===== config.mk =====
export PLATFORM = sky130hd
export DESIGN_NAME = writeback_arbiter
export DESIGN_NICKNAME = d
export VERILOG_FILES = /design/src/rtl/writeback_arbiter.sv
export SDC_FILE = /design/constraint.sdc
export NUM_CORES = 1
export LEC_CHECK = 0
export CORE_UTILIZATION = 45
export CTS_BUF_LIST = sky130_fd_sc_hd__clkbuf_16
export DETAILED_ROUTE_END_ITERATION = 16
export DONT_BUFFER_PORTS = 1
export HOLD_SLACK_MARGIN = 0.06
export PLACE_DENSITY = 0.65
export SYNTH_ARGS = -nofsm -noshare
export SYNTH_HDL_FRONTEND = slang
export SYNTH_SLANG_ARGS = --single-unit

===== constraint.sdc =====
create_clock -name clk -period 3.1 [get_ports clk]
set_input_delay 0.93 -clock clk [delete_from_list [all_inputs] [get_ports clk]]
set_output_delay 0.93 -clock clk [all_outputs]
set_load 0.03 [all_outputs]

===== src/rtl/writeback_arbiter.sv =====
// Register-file write front end: two one-entry result buffers (ALU, load),
// round-robin arbitration onto a registered write port, and a pending-register scoreboard.
module writeback_arbiter #(
  parameter int DATA_WIDTH     = 16,
  parameter int REG_ADDR_WIDTH = 2
) (
  input  logic                         clk,
  input  logic                         reset,
  input  logic                         alu_valid,
  output logic                         alu_ready,
  input  logic [REG_ADDR_WIDTH-1:0]    alu_reg,
  input  logic [DATA_WIDTH-1:0]        alu_data,
  input  logic                         mem_valid,
  output logic                         mem_ready,
  input  logic [REG_ADDR_WIDTH-1:0]    mem_reg,
  input  logic [DATA_WIDTH-1:0]        mem_data,
  input  logic                         reserve_valid,
  input  logic [REG_ADDR_WIDTH-1:0]    reserve_reg,
  output logic                         write_enable,
  output logic [REG_ADDR_WIDTH-1:0]    write_reg_num,
  output logic [DATA_WIDTH-1:0]        write_data,
  output logic [2**REG_ADDR_WIDTH-1:0] busy_mask
);

  localparam int NREG = 2**REG_ADDR_WIDTH;

  typedef enum logic {
    SRC_ALU = 1'b0,
    SRC_MEM = 1'b1
  } src_e;

  logic                      alu_full_q, alu_full_d;
  logic [REG_ADDR_WIDTH-1:0] alu_reg_q, alu_reg_d;
  logic [DATA_WIDTH-1:0]     alu_data_q, alu_data_d;
  logic                      mem_full_q, mem_full_d;
  logic [REG_ADDR_WIDTH-1:0] mem_reg_q, mem_reg_d;
  logic [DATA_WIDTH-1:0]     mem_data_q, mem_data_d;
  src_e                      last_grant_q, last_grant_d;
  logic [NREG-1:0]           pending_q, pending_d;
  logic                      write_enable_q, write_enable_d;
  logic [REG_ADDR_WIDTH-1:0] write_reg_num_q, write_reg_num_d;
  logic [DATA_WIDTH-1:0]     write_data_q, write_data_d;

  logic                      grant_alu, grant_mem, grant_any;
  logic                      alu_take, mem_take;
  logic [REG_ADDR_WIDTH-1:0] gnt_reg;
  logic [DATA_WIDTH-1:0]     gnt_data;
  logic [NREG-1:0]           clr_mask, set_mask;

  always_comb begin
    // With both buffers full the source that did not win last time goes first.
    grant_alu = alu_full_q & (!mem_full_q | (last_grant_q == SRC_MEM));
    grant_mem = mem_full_q & (!alu_full_q | (last_grant_q == SRC_ALU));
    grant_any = grant_alu | grant_mem;
    gnt_reg   = grant_mem ? mem_reg_q  : alu_reg_q;
    gnt_data  = grant_mem ? mem_data_q : alu_data_q;

    // Ready depends only on buffer state, so a draining buffer refills on the same edge.
    alu_ready = reset & (!alu_full_q | grant_alu);
    mem_ready = reset & (!mem_full_q | grant_mem);
    alu_take  = alu_valid & alu_ready;
    mem_take  = mem_valid & mem_ready;

    alu_full_d = alu_take | (alu_full_q & !grant_alu);
    alu_reg_d  = alu_take ? alu_reg  : alu_reg_q;
    alu_data_d = alu_take ? alu_data : alu_data_q;
    mem_full_d = mem_take | (mem_full_q & !grant_mem);
    mem_reg_d  = mem_take ? mem_reg  : mem_reg_q;
    mem_data_d = mem_take ? mem_data : mem_data_q;

    last_grant_d = last_grant_q;
    if (grant_alu) last_grant_d = SRC_ALU;
    if (grant_mem) last_grant_d = SRC_MEM;

    // A reservation on the same edge as the clearing write keeps the register pending.
    clr_mask = '0;
    set_mask = '0;
    if (grant_any)     clr_mask[gnt_reg]     = 1'b1;
    if (reserve_valid) set_mask[reserve_reg] = 1'b1;
    pending_d = (pending_q & ~clr_mask) | set_mask;

    write_enable_d  = grant_any;
    write_reg_num_d = grant_any ? gnt_reg  : write_reg_num_q;
    write_data_d    = grant_any ? gnt_data : write_data_q;
  end

  always_ff @(posedge clk or negedge reset) begin
    if (!reset) begin
      alu_full_q      <= 1'b0;
      mem_full_q      <= 1'b0;
      last_grant_q    <= SRC_ALU;
      pending_q       <= '0;
      write_enable_q  <= 1'b0;
      write_reg_num_q <= '0;
      write_data_q    <= '0;
    end else begin
      alu_full_q      <= alu_full_d;
      mem_full_q      <= mem_full_d;
      last_grant_q    <= last_grant_d;
      pending_q       <= pending_d;
      write_enable_q  <= write_enable_d;
      write_reg_num_q <= write_reg_num_d;
      write_data_q    <= write_data_d;
    end
  end

  // Buffer payloads are qualified by the full flags and need no reset.
  always_ff @(posedge clk) begin
    alu_reg_q  <= alu_reg_d;
    alu_data_q <= alu_data_d;
    mem_reg_q  <= mem_reg_d;
    mem_data_q <= mem_data_d;
  end

  assign write_enable  = write_enable_q;
  assign write_reg_num = write_reg_num_q;
  assign write_data    = write_data_q;
  assign busy_mask     = pending_q;

endmodule


Word level (Yosys, flattened, before mapping)

Cells that the tools add are included.

Order comparisons: 4
Multiplexer cells: 10
Bitwise operators: 19
Reductions and logical operators: 7

Operators with widths:

| cell                                                                                 | count |
|---|---|
| 16-bit two-way mux                                                                   | 1 |
| 1-bit bitwise AND                                                                    | 8 |
| 4-bit two-way mux                                                                    | 2 |
| 1-bit bitwise OR                                                                     | 7 |
| 2-bit by 3-bit less-than comparator with 1-bit output (second input constant)        | 2 |
| 4-bit bitwise AND                                                                    | 1 |
| 1-bit demux with 2-bit select                                                        | 2 |
| 2-bit by 1-bit greater-or-equal comparator with 1-bit output (second input constant) | 2 |
| 1-bit logical NOT                                                                    | 4 |
| 1-bit two-way mux                                                                    | 4 |
| 4-bit NOT                                                                            | 1 |
| 4-bit bitwise OR                                                                     | 1 |
| 1-bit logical AND                                                                    | 2 |
| 2-bit two-way mux                                                                    | 1 |
| 2-bit nonzero test                                                                   | 1 |
| 1-bit NOT                                                                            | 1 |

Bits in registers: 62
Output and inout bits: 25
Logic and storage cells: 51

Logic depth before layout (Yosys ltp)

Depth after elaboration: 12
Gate-level depth with buffers: 5

Worst setup path after synthesis

OpenSTA, ideal clock, no wires.

Path type: input -> register
Start: input mem_valid
End: register mem_data_q[0], enable pin
Arrival: 1906 ps
Required time: 2701 ps
Slack: 795 ps
Stages on the path: 2
Path buffers: 0
Path through: nand2_1 a21oi_1

Longest elaborated chain between the ends: 1

Ends and longest elaborated chain:

| item                 | RTL line | RTL |
|---|---|---|
| start, declared      | 13       | `input logic mem_valid,` |
| 1-bit bitwise AND    | 62       | `mem_take = mem_valid & mem_ready;` |
| via mem_take         | 45       | `logic alu_take, mem_take;` |
| end signal, assigned | 112      | `mem_data_q <= mem_data_d;` |
| end, declared        | 37       | `logic [DATA_WIDTH-1:0] mem_data_q, mem_data_d;` |

The timed path passes the listed nets, and every way through them passes these cells.
A chain may end at the register's enable or synchronous reset.

Worst setup path in the final report

Start: register last_grant_q
End: output alu_ready

Longest elaborated chain between the ends: 4

Ends and longest elaborated chain:

| item                   | RTL line | RTL |
|---|---|---|
| start, declared        | 38       | `src_e last_grant_q, last_grant_d;` |
| start signal, assigned | 99       | `last_grant_q <= last_grant_d;` |
| 1-bit bitwise OR       | 52       | `grant_alu = alu_full_q & (!mem_full_q \| (last_grant_q == SRC_MEM));` |
| 1-bit bitwise AND      | 52       |  |
| 1-bit bitwise OR       | 59       | `alu_ready = reset & (!alu_full_q \| grant_alu);` |
| 1-bit bitwise AND      | 59       |  |
| end, declared          | 10       | `output logic alu_ready,` |

No other way between the ends.

==> impl_metrics.tcl <==
set metrics [dict create \
    critical_path_class "flop to primary output" \
    synth_fa_ha_area_share_pct 0 \
    hold_viol_final 0 \
    holdWs_ns 0.2991 \
    die-area_sq_um 5675 \
    p_comb_share_pct 9.6 \
    start_util_pct 47.08 \
    maxSlewHeadroom_pct 61.42 \
    period_share_pct 80.71 \
    synth-xor-area-share_pct 0 \
    skew_ns 0.006747 \
    drtAntennaViolNets 0 \
    clk-insertion-delay-late_ns 0.32 \
    fill_cells 462 \
    syn_avg_cell_area_sq_um 13.83 \
    slew_violations 0 \
    place_congestion 0.7352 \
    worstMarginPinSlew_ns 0.5773 \
    cts_tree "built" \
    area.growth.synth_to_final_pct 14.22 \
    grt-ovfl-total 0 \
    synth_top_family_by_area "simple AND/OR/NAND/NOR gates" \
    hold_buffers 0 \
    die_w_um 75.33 \
    place_inst 242 \
    die_h_um 75.33 \
    cp_data_required_time_ns 2.17 \
    port_buffers 0 \
    fin_nets 226 \
    irDropWorstVdd_v 0.0004612 \
    grt_pass1_wl_um 6624 \
    cts.sinks 62 \
    grt_pass1_vias 1376 \
    syn_nets 218 \
    drt_wl_total_um 4493 \
    instances_no_fill 258 \
    hpwl_um 3032 \
    drive_above_1_share_pct 19.68 \
    hold_path.class "primary input to asynchronous set/reset pin" \
    p_leak_nw 1.065 \
    dpl_cell_area_sq_um 2511 \
    synth_compound_area_share_pct 8.687 \
    drv_cap 0 \
    ctsRootBufferMaster "clkbuf_16" \
    critPathLaunchType "flop" \
    htreeDepth 3 \
    powerDensity_nw_per_um2 799.6 \
    synth-seq-area-share_pct 71.56 \
    synth.distinct_cells 23 \
    cts_buffers 9 \
    n_antenna_cell 0 \
    num_rows 26 \
    ys_ff_latch 62 \
    crit_fanout 7 \
    worst_setup_path_end_kind "primary output" \
    fmax_ghz 0.3997 \
    seqPwrFrac_pct 53.0 \
    grt.total_usage_pct 17.20 \
    drc 0 \
    cts_setup_buffers 0 \
    reg2reg_slack_ns 1.20 \
    routedWlPerCell_um 17.41 \
    synthCells 175 \
    grt_max_degree 31 \
    layout_commonest_cell "nor2_1" \
    netSwitchingFraction_pct 27.94 \
    synth_warnings 0 \
    synth-simple-area-share_pct 9.411 \
    drt-pass1-iter-count 4 \
    run_status "finished clean" \
    arrival_ns 1.57 \
    final_area_sq_um 2764 \
    p_switching_mw 0.6176 \
    layout_common_cells "nor2_1 (38), edfxtp_1 (36), dfrtp_1 (26)" \
    post-route-min-period_ns 2.502 \
    pin_count 68 \
    ctsResizeCount 0 \
    synthMuxAreaShare_pct 8.480 \
    vias 1378 \
    setup_viol 0 \
    synth.cell_area_sq_um 2420 \
    rsz0062_at_grt "no" \
    p_int_mw 1.592 \
    antenna_found_initial 0 \
    cts_max_path_buffers 2 \
    pwr-share-clk_pct 37.4 \
    clkSlewWorstSetupHoldPaths_ns 0.05 \
    coreArea_sq_um 5140 \
    drtIter0Drc 75 \
    post_drt_via_cell_ratio 5.341 \
    tns_ns 0 \
]
## power by group through the flow
stage	logic [mW]	clock network, mW	registers [mW]
2_1_floorplan	0.177	0	1.16
3_3_place_gp	0.202	0	1.18
3_5_place_dp	0.213	0	1.18
4_1_cts	0.214	0.848	1.17
5_1_grt	0.237	0.884	1.18
6_report	0.212	0.827	1.17
## stage by stage
stage	util, %	worst slack (ns)	total power [mW]
finish	53.77	0.5981	2.210
global route	53.77	0.5187	2.302
CTS	53.77	0.5974	2.232
detailed placement	48.86	0.9475	1.397
global placement	48.86	0.9487	1.383
floorplan	-	0.7952	1.338
## critical path: stages (launching register included)
cell	delay [ns]
dfrtp_1	0.41
nor2b_1	0.41
nand2_1	0.14
and2_1	0.29
## synthesized netlist by cell type
library cell,number,area share [%]
o221a_2,3,1.4
a21oi_1,3,0.62
inv_1,3,0.47
mux2_4,1,0.62
o211ai_1,1,0.31
edfxtp_1,36,45
dfrtp_1,26,27
nor3b_1,1,0.31
buf_2,3,0.62
a211o_1,3,1.1
clkbuf_1,3,0.47
mux2_2,16,7.4
nor2b_1,1,0.26
mux2i_1,1,0.41
a21bo_2,1,0.41
nand3_1,1,0.21
nor2_1,38,5.9
nand2_1,11,1.7
o221ai_1,2,0.72
nand2b_1,1,0.26
and2_1,3,0.78
buf_4,1,0.31
o22ai_1,16,4.1
## routing by layer
| layer | share of wire [%] | vias to the layer above | GRT usage, % |
|---|---|---|---|
| li1 | - | 655 | - |
| met1 | 41 | 656 | 19.30 |
| met2 | 49 | 59 | 27.28 |
| met3 | 7.4 | 8 | 8.201 |
| met4 | 2.4 | 0 | 9.259 |
| met5 | 0 | - | 0 |
## area by class of cell
class                   instances  area (sq um)  area share (%)
inverters                       3         11.26          0.4074
clock buffers                   9         225.2           8.148
flip-flops and latches         62          1732           62.65
well taps                      70         87.58           3.169
repair buffers                  4         30.03           1.086
clock inverters                 7         27.53          0.9959
multi-input cells             103         650.6           23.54
## logic make-up (layout without fill, tap and decap cells)
kind of cell,Yosys count,in the layout
mux,18,18
buf+inv,10,23
compound gates,29,29
simple gates,56,56
flops,62,62
## registers in the layout, summed over array words and instances, names as in the netlist
signal / flops
write_data: 16
alu_reg_q: 2
write_reg_num: 2
mem_full_q: 1
mem_reg_q: 2
alu_full_q: 1
mem_data_q: 16
write_enable: 1
alu_data_q: 16
last_grant_q: 1
busy_mask: 4
## final timing paths
path | end | startpoint | cells past startpoint
max | alu_ready | last_grant_q | 3
min | write_enable | reset | 0
min reg2reg | write_data[9] | mem_data_q[9] | 2
max in group asynchronous | write_data[12] | reset | 0
min in group clk | write_data[9] | mem_data_q[9] | 2
max reg2reg | busy_mask[2] | alu_full_q | 4
(Power assumes the default switching activity.)
